File: config.mk
export PLATFORM = sky130hd
export DESIGN_NAME = lcd_bus_rx
export DESIGN_NICKNAME = d
export VERILOG_FILES = /design/src/rtl/lcd_bus_rx.sv
export SDC_FILE = /design/constraint.sdc
export NUM_CORES = 1
export LEC_CHECK = 0
export CAP_MARGIN = 20
export CELL_PAD_IN_SITES_DETAIL_PLACEMENT = 1
export CELL_PAD_IN_SITES_GLOBAL_PLACEMENT = 1
export CORE_MARGIN = 5
export CORE_UTILIZATION = 45
export DETAILED_ROUTE_END_ITERATION = 7
export DONT_BUFFER_PORTS = 1
export PLACE_DENSITY = 0.79
export SYNTH_ARGS = -nofsm -noshare
export SYNTH_HDL_FRONTEND = slang
export SYNTH_SLANG_ARGS = --single-unit
File: constraint.sdc
create_clock -name clk -period 2.42 [get_ports clk]
set_clock_uncertainty 0.2 [all_clocks]
set_input_delay 0.484 -clock clk [delete_from_list [all_inputs] [get_ports clk]]
set_output_delay 0.484 -clock clk [all_outputs]
set_load 0.005 [all_outputs]
File: src/rtl/lcd_bus_rx.sv
// -----------------------------------------------------------------------------
// lcd_bus_rx
//   Responder end of an ST7920-style 12864 parallel LCD bus. The asynchronous
//   bus (rs/rw/en/data) is synchronized into clk, each qualified falling edge
//   of en becomes one transfer event, and events are decoded into instruction
//   reports, basic/extended mode tracking and byte writes into a 1024-byte
//   (128x64, 1 bpp) frame buffer.
//
// Parameters
//   SYNC_STAGES  synchronizer depth on rs, rw, en and data
//   MIN_EN_HIGH  minimum synchronized en-high length (clk cycles) of a transfer
//
// Ports
//   clk         system clock
//   rst         asynchronous, active-low reset
//   rs          register select: 0 = instruction, 1 = data
//   rw          direction: 0 = write, 1 = read (unsupported, flagged)
//   en          enable; the transfer is taken on its falling edge
//   data[7:0]   bus data
//   cmd_valid   1-cycle pulse per accepted instruction
//   cmd_byte    last accepted instruction byte
//   ext_mode    RE bit of the last function set
//   graphic_on  G bit of the last extended function set
//   disp_on     D bit of the last basic display control
//   fb_we       1-cycle frame-buffer write strobe
//   fb_addr     {x[3], y[4:0], x[2:0], hilo} of the last write
//   fb_data     byte of the last write
//   frame_done  pulse with the write to address 1023
//   proto_err   sticky protocol error flag
// -----------------------------------------------------------------------------
module lcd_bus_rx #(
    parameter int SYNC_STAGES = 2,
    parameter int MIN_EN_HIGH = 4
) (
    input  logic       clk,
    input  logic       rst,
    input  logic       rs,
    input  logic       rw,
    input  logic       en,
    input  logic [7:0] data,
    output logic       cmd_valid,
    output logic [7:0] cmd_byte,
    output logic       ext_mode,
    output logic       graphic_on,
    output logic       disp_on,
    output logic       fb_we,
    output logic [9:0] fb_addr,
    output logic [7:0] fb_data,
    output logic       frame_done,
    output logic       proto_err
);

    localparam int CNT_W = $clog2(MIN_EN_HIGH + 1);

    typedef enum logic [1:0] {
        A_IDLE,
        A_YSET,
        A_READY
    } phase_t;

    // Synchronizer chain; each stage carries {rs, rw, en, data} so all four
    // bus fields stay aligned to the same clk sample.
    logic [SYNC_STAGES-1:0][10:0] sync_q;
    logic [10:0]                  bus_s;
    logic                         rs_s, rw_s, en_s;
    logic [7:0]                   data_s;

    assign bus_s  = sync_q[SYNC_STAGES-1];
    assign rs_s   = bus_s[10];
    assign rw_s   = bus_s[9];
    assign en_s   = bus_s[8];
    assign data_s = bus_s[7:0];

    // One-cycle-delayed copy of the synchronized bus: when the fall is seen,
    // these hold the last sample taken while en was still high.
    logic             en_d, rs_d, rw_d;
    logic [7:0]       data_d;
    logic [CNT_W-1:0] hi_cnt;
    logic             en_fall;
    logic             long_enough;

    assign en_fall     = en_d & ~en_s;
    assign long_enough = (hi_cnt == CNT_W'(MIN_EN_HIGH));

    // Registered transfer event feeding the decoder.
    logic       ev_valid, ev_rs, ev_rw;
    logic [7:0] ev_data;

    // NOTE: synchronizer flops get an explicit reset so a reset released with
    // en=0 can never present a stale en=1 and fake a falling edge.
    always_ff @(posedge clk or negedge rst) begin
        if (!rst) begin
            sync_q   <= '0;
            en_d     <= 1'b0;
            rs_d     <= 1'b0;
            rw_d     <= 1'b0;
            data_d   <= '0;
            hi_cnt   <= '0;
            ev_valid <= 1'b0;
            ev_rs    <= 1'b0;
            ev_rw    <= 1'b0;
            ev_data  <= '0;
        end else begin
            sync_q[0] <= {rs, rw, en, data};
            for (int i = 1; i < SYNC_STAGES; i++) begin
                sync_q[i] <= sync_q[i-1];
            end

            en_d   <= en_s;
            rs_d   <= rs_s;
            rw_d   <= rw_s;
            data_d <= data_s;

            // Saturates at MIN_EN_HIGH; only "long enough or not" matters.
            if (en_s) begin
                if (hi_cnt < CNT_W'(MIN_EN_HIGH)) begin
                    hi_cnt <= hi_cnt + CNT_W'(1);
                end
            end else begin
                hi_cnt <= '0;
            end

            ev_valid <= en_fall & long_enough;
            if (en_fall) begin
                ev_rs   <= rs_d;
                ev_rw   <= rw_d;
                ev_data <= data_d;
            end
        end
    end

    // Address state: two-step vertical/horizontal address set.
    phase_t     phase;
    logic [3:0] x;
    logic [4:0] y;
    logic       hilo;
    logic [9:0] wr_addr;

    assign wr_addr = {x[3], y, x[2:0], hilo};

    // NOTE: all state below uses non-blocking assignments so every branch
    // reads the pre-edge values of ext_mode, phase, x and hilo.
    always_ff @(posedge clk or negedge rst) begin
        if (!rst) begin
            cmd_valid  <= 1'b0;
            cmd_byte   <= '0;
            ext_mode   <= 1'b0;
            graphic_on <= 1'b0;
            disp_on    <= 1'b0;
            fb_we      <= 1'b0;
            fb_addr    <= '0;
            fb_data    <= '0;
            frame_done <= 1'b0;
            proto_err  <= 1'b0;
            phase      <= A_IDLE;
            x          <= '0;
            y          <= '0;
            hilo       <= 1'b0;
        end else begin
            cmd_valid  <= 1'b0;
            fb_we      <= 1'b0;
            frame_done <= 1'b0;

            if (ev_valid) begin
                if (ev_rw) begin
                    // Reads are not modelled; the transfer is only flagged.
                    proto_err <= 1'b1;
                end else if (!ev_rs) begin
                    cmd_valid <= 1'b1;
                    cmd_byte  <= ev_data;
                    if (ev_data[7:5] == 3'b001) begin
                        // Function set is recognised in both instruction sets.
                        ext_mode <= ev_data[2];
                        if (ev_data[2]) begin
                            graphic_on <= ev_data[1];
                        end
                        if (ev_data[2] != ext_mode) begin
                            phase <= A_IDLE;
                        end
                    end else if (!ext_mode) begin
                        if (ev_data[7:3] == 5'b00001) begin
                            disp_on <= ev_data[2];
                        end
                    end else if (ev_data[7]) begin
                        case (phase)
                            A_IDLE, A_READY: begin
                                y     <= ev_data[4:0];
                                phase <= A_YSET;
                            end
                            A_YSET: begin
                                x     <= ev_data[3:0];
                                hilo  <= 1'b0;
                                phase <= A_READY;
                            end
                            default: phase <= A_IDLE;
                        endcase
                    end
                end else if (ext_mode) begin
                    if (phase == A_READY) begin
                        fb_we      <= 1'b1;
                        fb_addr    <= wr_addr;
                        fb_data    <= ev_data;
                        frame_done <= &wr_addr;
                        hilo       <= ~hilo;
                        // Column advances after the low byte of each word.
                        if (hilo) begin
                            x <= x + 4'd1;
                        end
                    end else begin
                        proto_err <= 1'b1;
                    end
                end
            end
        end
    end

endmodule
Yosys cells after proc, flatten, opt, wreduce, memory -nomap -nowiden
Cells that the tools add are included.
{ "totals": {"ff_bits": 92, "latch_bits": 0, "mem_bits_rw": 0, "rom_bits": 0, "output_inout_bits": 33, "elab_cells": 107, "memories": 0} }
{ "classes": {"n_addsub": 2, "multipliers": 0, "n_div": 0, "n_lt_le_gt_ge": 1, "n_eq_ne": 13, "shifts": 0, "mux": 39, "bitwise": 8, "reduce_logical": 19} }
{ "op_table": {"columns": ["cell", "count"], "rows": [
  ["4-bit two-way mux", 8],
  ["1-bit two-way mux", 24],
  ["6-bit AND reduction", 2],
  ["2-bit nonzero test", 6],
  ["10-bit AND reduction", 1],
  ["5-bit AND reduction", 2],
  ["9-bit AND reduction", 1],
  ["2-bit two-way mux", 4],
  ["2-bit by 1-bit != test with 1-bit output, second input constant", 4],
  ["4-bit AND reduction", 2],
  ["8-bit AND reduction", 1],
  ["7-bit AND reduction", 1],
  ["3-bit two-way mux", 2],
  ["2-bit != test, second input constant", 3],
  ["1-bit inverter", 6],
  ["5-bit by 1-bit == test with 1-bit output, second input constant", 1],
  ["4-bit by 1-bit adder with 4-bit output, second input constant", 1],
  ["2-bit one-hot mux with 2 select lines", 1],
  ["3-bit by 1-bit adder with 3-bit output, second input constant", 1],
  ["3-bit by 1-bit == test with 1-bit output, second input constant", 1],
  ["3-bit == test, second input constant", 1],
  ["3-bit less-than comparator, second input constant", 1],
  ["3-bit AND reduction", 1],
  ["1-bit bitwise AND", 2],
  ["5 further kinds", 5]
]} }

Longest topological paths before layout
Gate-level depths: netlist of run 1.
{ "logic_depth": {"ltp_word": 6, "ltp_mapped": 6, "ltp_nobuf": 6} }

Least setup slack after synthesis of run 1
No wires, ideal clock.
{ "synth_path": {"kind": "flip-flop to flip-flop", "startpoint": "register ev_data[7]", "endpoint": "register x[0]", "t_arrival_ns": 1.479, "slack_ns": 0.616, "stages_incl_launch_ff": 5, "n_path_buf": 0, "synth_period_minus_slack_ns": 1.804, "cell_sequence": "dfrtp_1 nor3b_1 a2bb2oi_2 or2_4 mux2_4"} }
{ "synth_between": {"elab_chain_len": 3, "word_cells_on_any_way": 5, "cone_classes": "eq/ne: 2; reduce/logical: 3"} }
{ "synth_rtl": {"columns": ["item", "line", "rtl"], "rows": [
  ["start, declared", "87", "logic [7:0] ev_data;"],
  ["start signal, assigned", "127", "ev_data <= data_d;"],
  ["3-bit by 1-bit == test with 1-bit output", "171", "if (ev_data[7:5] == 3'b001) begin"],
  ["2-bit != test (no line) or 2-bit nonzero test (tied branches)", null, null],
  ["9-bit AND reduction (no line) *", null, null],
  ["end signal, assigned", "191", "x <= ev_data[3:0];"],
  ["end signal, assigned", "207", "x <= x + 4'd1;"],
  ["end, declared", "134", "logic [3:0] x;"]
]} }
Mark *: on every way between the ends. The rest lies on a longest branch, timed or not.
A chain may end at the register's enable or synchronous reset.

Worst setup path in the final report of run 1
{ "layout_path": {"startpoint": "register ev_rs", "endpoint": "register x[0]"} }
{ "layout_between": {"elab_chain_len": 2, "word_cells_on_any_way": 8, "cone_classes": "eq/ne: 4; mux: 1; reduce/logical: 3"} }
{ "layout_rtl": {"columns": ["item", "line", "rtl"], "rows": [
  ["start, declared", "86", "logic ev_valid, ev_rs, ev_rw;"],
  ["start signal, assigned", "125", "ev_rs <= rs_d;"],
  ["2-bit by 1-bit != test with 1-bit output (no line), or another cell as far along", null, null],
  ["9-bit AND reduction (no line)", null, null]
]} }
Several ways; a longest one is shown, not always the timed one.

==> results of run 1 <==
==> routing by layer <==
layer / share of wire / vias to the layer above
met3: 0.049 / 10
met1: 0.43 / 901
met2: 0.50 / 35
met4: 0.018 / 0
li1: - / 805
met5: 0 / -
==> worst register-to-register path, cell delays in order, from the launching register on <==
cell and delay [ps]:
dfrtp_1 550, or3b_1 470, a2bb2oi_2 170, or2_4 270, mux2_4 300
==> power groups by stage <==
stage / logic (mW) / registers [mW] / clock network, mW
5_1_grt: 0.136 / 1.73 / 1.14
3_5_place_dp: 0.108 / 1.75 / 0
2_1_floorplan: 0.102 / 1.70 / 0
3_3_place_gp: 0.0986 / 1.74 / 0
4_1_cts: 0.122 / 1.72 / 1.07
6_report: 0.119 / 1.71 / 1.04
==> layout make-up <==
type	count	area [um2]	area share
clock buffers	10	138	0.0369
multi-input cells	119	928	0.249
repair buffers	16	148	0.0396
inverters	8	30.0	0.00805
flip-flops and latches	92	2300	0.617
clock inverters	5	61.3	0.0164
well taps	99	124	0.0332
==> flip-flops by register name (all words and copies together), names as in the netlist, 2 cells and up <==
name and count:
bus_s 11, cmd_byte 8, data_d 8, ev_data 8, fb_addr 10, fb_data 8, hi_cnt 3, phase 2
sync_q 11, x 4, y 5
==> cells in the mapped netlist <==
cell,n,area (um2)
o211ai_1,1,7.51
xnor2_1,1,8.76
ha_1,3,37.5
o21a_1,2,15.0
mux2_2,35,394
mux2i_1,4,40.0
nor2_1,4,15.0
nand3_1,4,20.0
nor4b_1,2,17.5
a21oi_1,1,5.00
a31oi_1,1,6.26
buf_2,4,20.0
and3_1,3,18.8
nand4_1,2,12.5
a221oi_2,1,15.0
and2_1,2,12.5
a2bb2oi_1,1,8.76
or2_4,1,8.76
nand2_1,27,101
or3b_1,1,8.76
nor3b_1,2,15.0
nand3b_1,1,7.51
o21bai_1,1,7.51
o21ai_0,5,25.0
nand2b_1,2,12.5
dfrtp_1,92,2300
a21bo_2,1,10.0
nor3_2,1,10.0
clkbuf_1,2,7.51
mux2_4,1,15.0
a211o_1,1,8.76
o22ai_1,1,6.26
o31ai_1,1,7.51
a2bb2oi_2,1,15.0
nor3_1,1,5.00
buf_4,1,7.51
nor2b_1,4,25.0
inv_1,8,30.0
==> through the flow <==
stage / setup WS, ps / utilization / cells / power [mW] / hold slack, ps
after global routing: 251 / 0.520 / 349 / 3.00 / -409
after floorplan: 616 / - / 226 / 1.80 / -11.6
after CTS: 354 / 0.520 / 349 / 2.91 / -397
after global placement: 412 / 0.477 / 323 / 1.84 / -8.37
after detailed placement: 372 / 0.477 / 323 / 1.85 / -9.20
final: 364 / 0.520 / 349 / 2.87 / -383
==> cell families after synthesis <==
| family | share of synthesized area |
|---|---|
| flip-flops | 0.700 |
| buffers and inverters | 0.0198 |
| multiplexers | 0.137 |
| AND/OR/NAND/NOR | 0.0882 |
| XOR/XNOR | 0.00266 |
| AO/OA/AOI/OAI | 0.0418 |
| adder cells (fa/ha/maj) | 0.0114 |
==> final timing paths <==
| check | from | end | slack (ps) | cells past startpoint |
|---|---|---|---|---|
| worst max-delay path | ev_rs | x[0] | 360 | 4 |
| worst min-delay path | rst | fb_we | -380 | 0 |
| worst max register to register | ev_rs | x[0] | 360 | 4 |
| worst min register to register | sync_q[3] | bus_s[3] | 150 | 0 |
| max in group asynchronous | rst | fb_data[6] | 2270 | 0 |
| min in group clk | sync_q[3] | bus_s[3] | 150 | 0 |
==> impl_metrics.json, run 1 <==
{
  "cts_made_buffers": 9,
  "num-fill-cells": 703,
  "die_w_um": 95.5,
  "design_area_um2": 3730,
  "row_count": 31,
  "syn_nets": 242,
  "clkPwrFrac": 0.362,
  "die_area_um2": 9120,
  "yosysUniqueCellTypes": 38,
  "grt_pass1_wl_mm": 9.68,
  "cts_root_buffer": "clkbuf_8",
  "post-cts-setup-buffer-count": 0,
  "worst_path_max_delay_cell": "dfrtp_1",
  "top_usage_layer": "met2",
  "slowest_delay_ps": 550,
  "drt_pass1_iterations": 4,
  "switching_share": 0.234,
  "max-slew-margin-rel": 0.637,
  "overflow": 0,
  "drt-total-wl_mm": 5.92,
  "use_met3": 0.0331,
  "crit_path_end_kind": "flip-flop",
  "max_freq_mhz": 486,
  "syn2layout_area_growth_pct": 13.4,
  "ys_warn_count": 0,
  "path_class": "reg2reg",
  "routedWlPerCell_um": 17.0,
  "max-cap-violations": 0,
  "grt_max_degree": 93,
  "remaining_drc_errors": 0,
  "vias": 1751,
  "netlist_instances": 226,
  "ys_seq_elements": 92,
  "clkSinkCount": 92,
  "cts_tree": "done",
  "drive_gt1_frac": 0.248,
  "core_um2": 7180,
  "place_hpwl_mm": 3.96,
  "ir_worst_vdd_mv": 0.545,
  "cts_max_path_buffers": 2,
  "via_per_inst": 5.02,
  "num_antenna_cells": 0,
  "tns_ps": 0,
  "cpLargestDelayFamily": "simple AND/OR/NAND/NOR gates",
  "p_leak_nw": 1.77,
  "combPwrFrac": 0.041,
  "io_buffers": 0,
  "gp_congestion": 0.838,
  "hold_buffers": 11,
  "crit_chain": "or3b_1 > a2bb2oi_2 > or2_4 > mux2_4",
  "worstPathRequired_ps": 2460,
  "p_int_mw": 2.20,
  "min_period_ps": 2060,
  "final_antenna_net_count": 0,
  "power_density_nw_per_um2": 770,
  "setup_viol": 0,
  "seq_area_frac_synth": 0.700,
  "antenna_found_initial": 0,
  "layout_commonest_cell": "dfrtp_1",
  "status": "finished, violations left",
  "die_h_um": 95.5,
  "finalMaxSlewViolations": 0,
  "start_kind": "flip-flop",
  "num_io_pins": 46,
  "holdWs_ps": -383,
  "met1_usage": 0.184,
  "h-tree-depth": 3,
  "min_period_over_period": 0.850,
  "hold_viol": 92,
  "syn_avg_cell_area_um2": 14.6,
  "start_util": 0.459,
  "fin_nets": 262,
  "rsz0062_at_grt": "false",
  "hp-class": "in2async",
  "syn_area_um2": 3290,
  "cp_num_buf_inv": 0,
  "cts-resized-gates": 0,
  "worstMarginPinSlew_ps": 543,
  "seqPwrFrac": 0.597,
  "dpl_cell_area_um2": 3420,
  "drtIter0Drc": 78,
  "violations": "hold timing",
  "use_met2": 0.231,
  "clk_pin_slew_ps": 90,
  "grt_usage": 0.142,
  "worst-path-max-fanout": 14,
  "critPathArrivalTime_ps": 2090,
  "p_switching_mw": 0.671,
  "final_cell_mix": "92 x dfrtp_1, 35 x mux2_2, 27 x nand2_1",
  "clock_latency_ps": 350,
  "grt_pass1_vias": 1868
}
No activity file was read; power rests on OpenSTA's default activity.
==> run 2, diff against run 1 <==
==> constraint.sdc (replaced) <==
create_clock -name clk -period 1.95 [get_ports clk]
set_clock_uncertainty 0.2 [all_clocks]
set_input_delay 0.39 -clock clk [delete_from_list [all_inputs] [get_ports clk]]
set_output_delay 0.39 -clock clk [all_outputs]
set_load 0.005 [all_outputs]
==> run 2 against run 1 <==
Effect of this change: sequential power grew 23%; the flow still finishes with violations (hold timing); design area up 4.2%; critical endpoint unchanged; worst setup slack lost 340 ps; critical path depth did not move; sequential cell count did not move; final cell count is 4.0% higher; wire length grew 5.8%; count of clock-buffer cells in the layout did not move; critical path type unchanged.
==> impl_metrics.json, run 2 (synthesis gave the netlist of run 1 again) <==
{
  "max-cap-violations": 0,
  "grt_usage": 0.148,
  "routedWlPerCell_um": 17.3,
  "cts_max_path_buffers": 2,
  "clk_pin_slew_ps": 90,
  "drive_gt1_frac": 0.299,
  "die_h_um": 95.5,
  "gp_congestion": 0.846,
  "core_um2": 7180,
  "rr_startpoint": "ev_rs",
  "row_count": 31,
  "power_density_nw_per_um2": 926,
  "die_w_um": 95.5,
  "path_class": "reg2reg",
  "grt_pass1_wl_mm": 10.1,
  "final_antenna_net_count": 0,
  "cp-startpoint": "ev_rs",
  "setup_viol": 0,
  "start_kind": "flip-flop",
  "violations": "hold timing",
  "fin_nets": 275,
  "remaining_drc_errors": 0,
  "post-place-cells": 331,
  "max_freq_mhz": 520,
  "clkSinkCount": 92,
  "drt_pass1_iterations": 4,
  "start_util": 0.459,
  "antenna_found_initial": 0,
  "p_leak_nw": 1.85,
  "tns_ps": 0,
  "min_period_ps": 1920,
  "worstMarginPinSlew_ps": 444,
  "status": "finished, violations left",
  "num_io_pins": 46,
  "cts_made_buffers": 9,
  "cts_root_buffer": "clkbuf_8",
  "via_per_inst": 5.08,
  "grt_max_degree": 93,
  "vias": 1843,
  "max-slew-margin-rel": 0.703,
  "hold_viol": 92,
  "holdWs_ps": -478,
  "drt-total-wl_mm": 6.26,
  "syn2layout_area_growth_pct": 18.2,
  "multiInputGateArea_um2": 942,
  "hold_buffers": 11,
  "overflow": 0,
  "worstPathRequired_ps": 1980,
  "place_hpwl_mm": 3.97,
  "num-fill-cells": 691,
  "layout_commonest_cell": "dfrtp_1",
  "worst-path-max-fanout": 7,
  "io_buffers": 0,
  "final_cell_mix": "91 x dfrtp_1, 35 x mux2_2, 27 x nand2_1",
  "hp-class": "in2async",
  "cts_tree": "done",
  "ir_worst_vdd_mv": 0.483,
  "ff_latch_area_um2": 2300,
  "grt_pass1_vias": 1974,
  "finalMaxSlewViolations": 0,
  "h-tree-depth": 3,
  "crit_path_end_kind": "flip-flop",
  "num_antenna_cells": 0,
  "clock_latency_ps": 350,
  "die_area_um2": 9120,
  "critPathArrivalTime_ps": 1950,
  "drtIter0Drc": 59,
  "instances_no_fill": 363,
  "min_period_over_period": 0.986
}
-- run 2: final timing paths --
| check | endpoint | slack [ps] | cells past startpoint |
|---|---|---|---|
| worst max-delay path | x[0] | 30 | 4 |
| worst min-delay path | fb_we | -480 | 0 |
| worst max register to register | x[0] | 30 | 4 |
| worst min register to register | data_d[7] | 150 | 0 |
| max in group asynchronous | proto_err | 1900 | 0 |
| min in group clk | data_d[7] | 150 | 0 |
-- run 2: critical path, stage by stage, from the launching register on --
cell       delay (ps)
dfrtp_1           450
or3b_1            430
a2bb2oi_2         170
or2_4             260
mux2_4            300
-- run 2: power breakdown --
| group | switching, mW | internal, mW |
|---|---|---|
| sequential | 0.0933 | 2.01 |
| clock | 0.663 | 0.637 |
| combinational | 0.0861 | 0.110 |
-- run 2: timing repair --
| item | CTS | global route |
|---|---|---|
| setup endpoints to repair | 0 | 18 |
| setup buffers | 0 | 3 |
| endpoints found under the hold margin | 103 | 92 |
| gates resized for setup | 0 | 5 |
-- run 2: layer usage --
| layer | part of all wire | vias up | GRT usage |
|---|---|---|---|
| met4 | 0.032 | 0 | 0.0758 |
| met3 | 0.045 | 15 | 0.0363 |
| li1 | - | 838 | - |
| met1 | 0.43 | 947 | 0.186 |
| met2 | 0.49 | 43 | 0.240 |
| met5 | 0 | - | 0 |
-- run 2: layout make-up --
cell class              count  area share
clock inverters             6      0.0177
multi-input cells         119       0.242
repair buffers             29      0.0727
inverters                   8     0.00772
well taps                  99      0.0319
flip-flops and latches     92       0.592
clock buffers              10      0.0354
-- run 2: metrics by stage --
| step | cell area (um2) | total power [mW] | utilization | setup WS, ps |
|---|---|---|---|---|
| final | 3890 | 3.60 | 0.542 | 27.2 |
| after detailed placement | 3490 | 2.32 | 0.487 | 61.4 |
| after global routing | 3890 | 3.77 | 0.542 | -8.50 |
| after CTS | 3810 | 3.64 | 0.531 | 34.2 |
| after global placement | 3490 | 2.31 | 0.487 | 95.1 |
| after floorplan | 3290 | 2.24 | - | 146 |
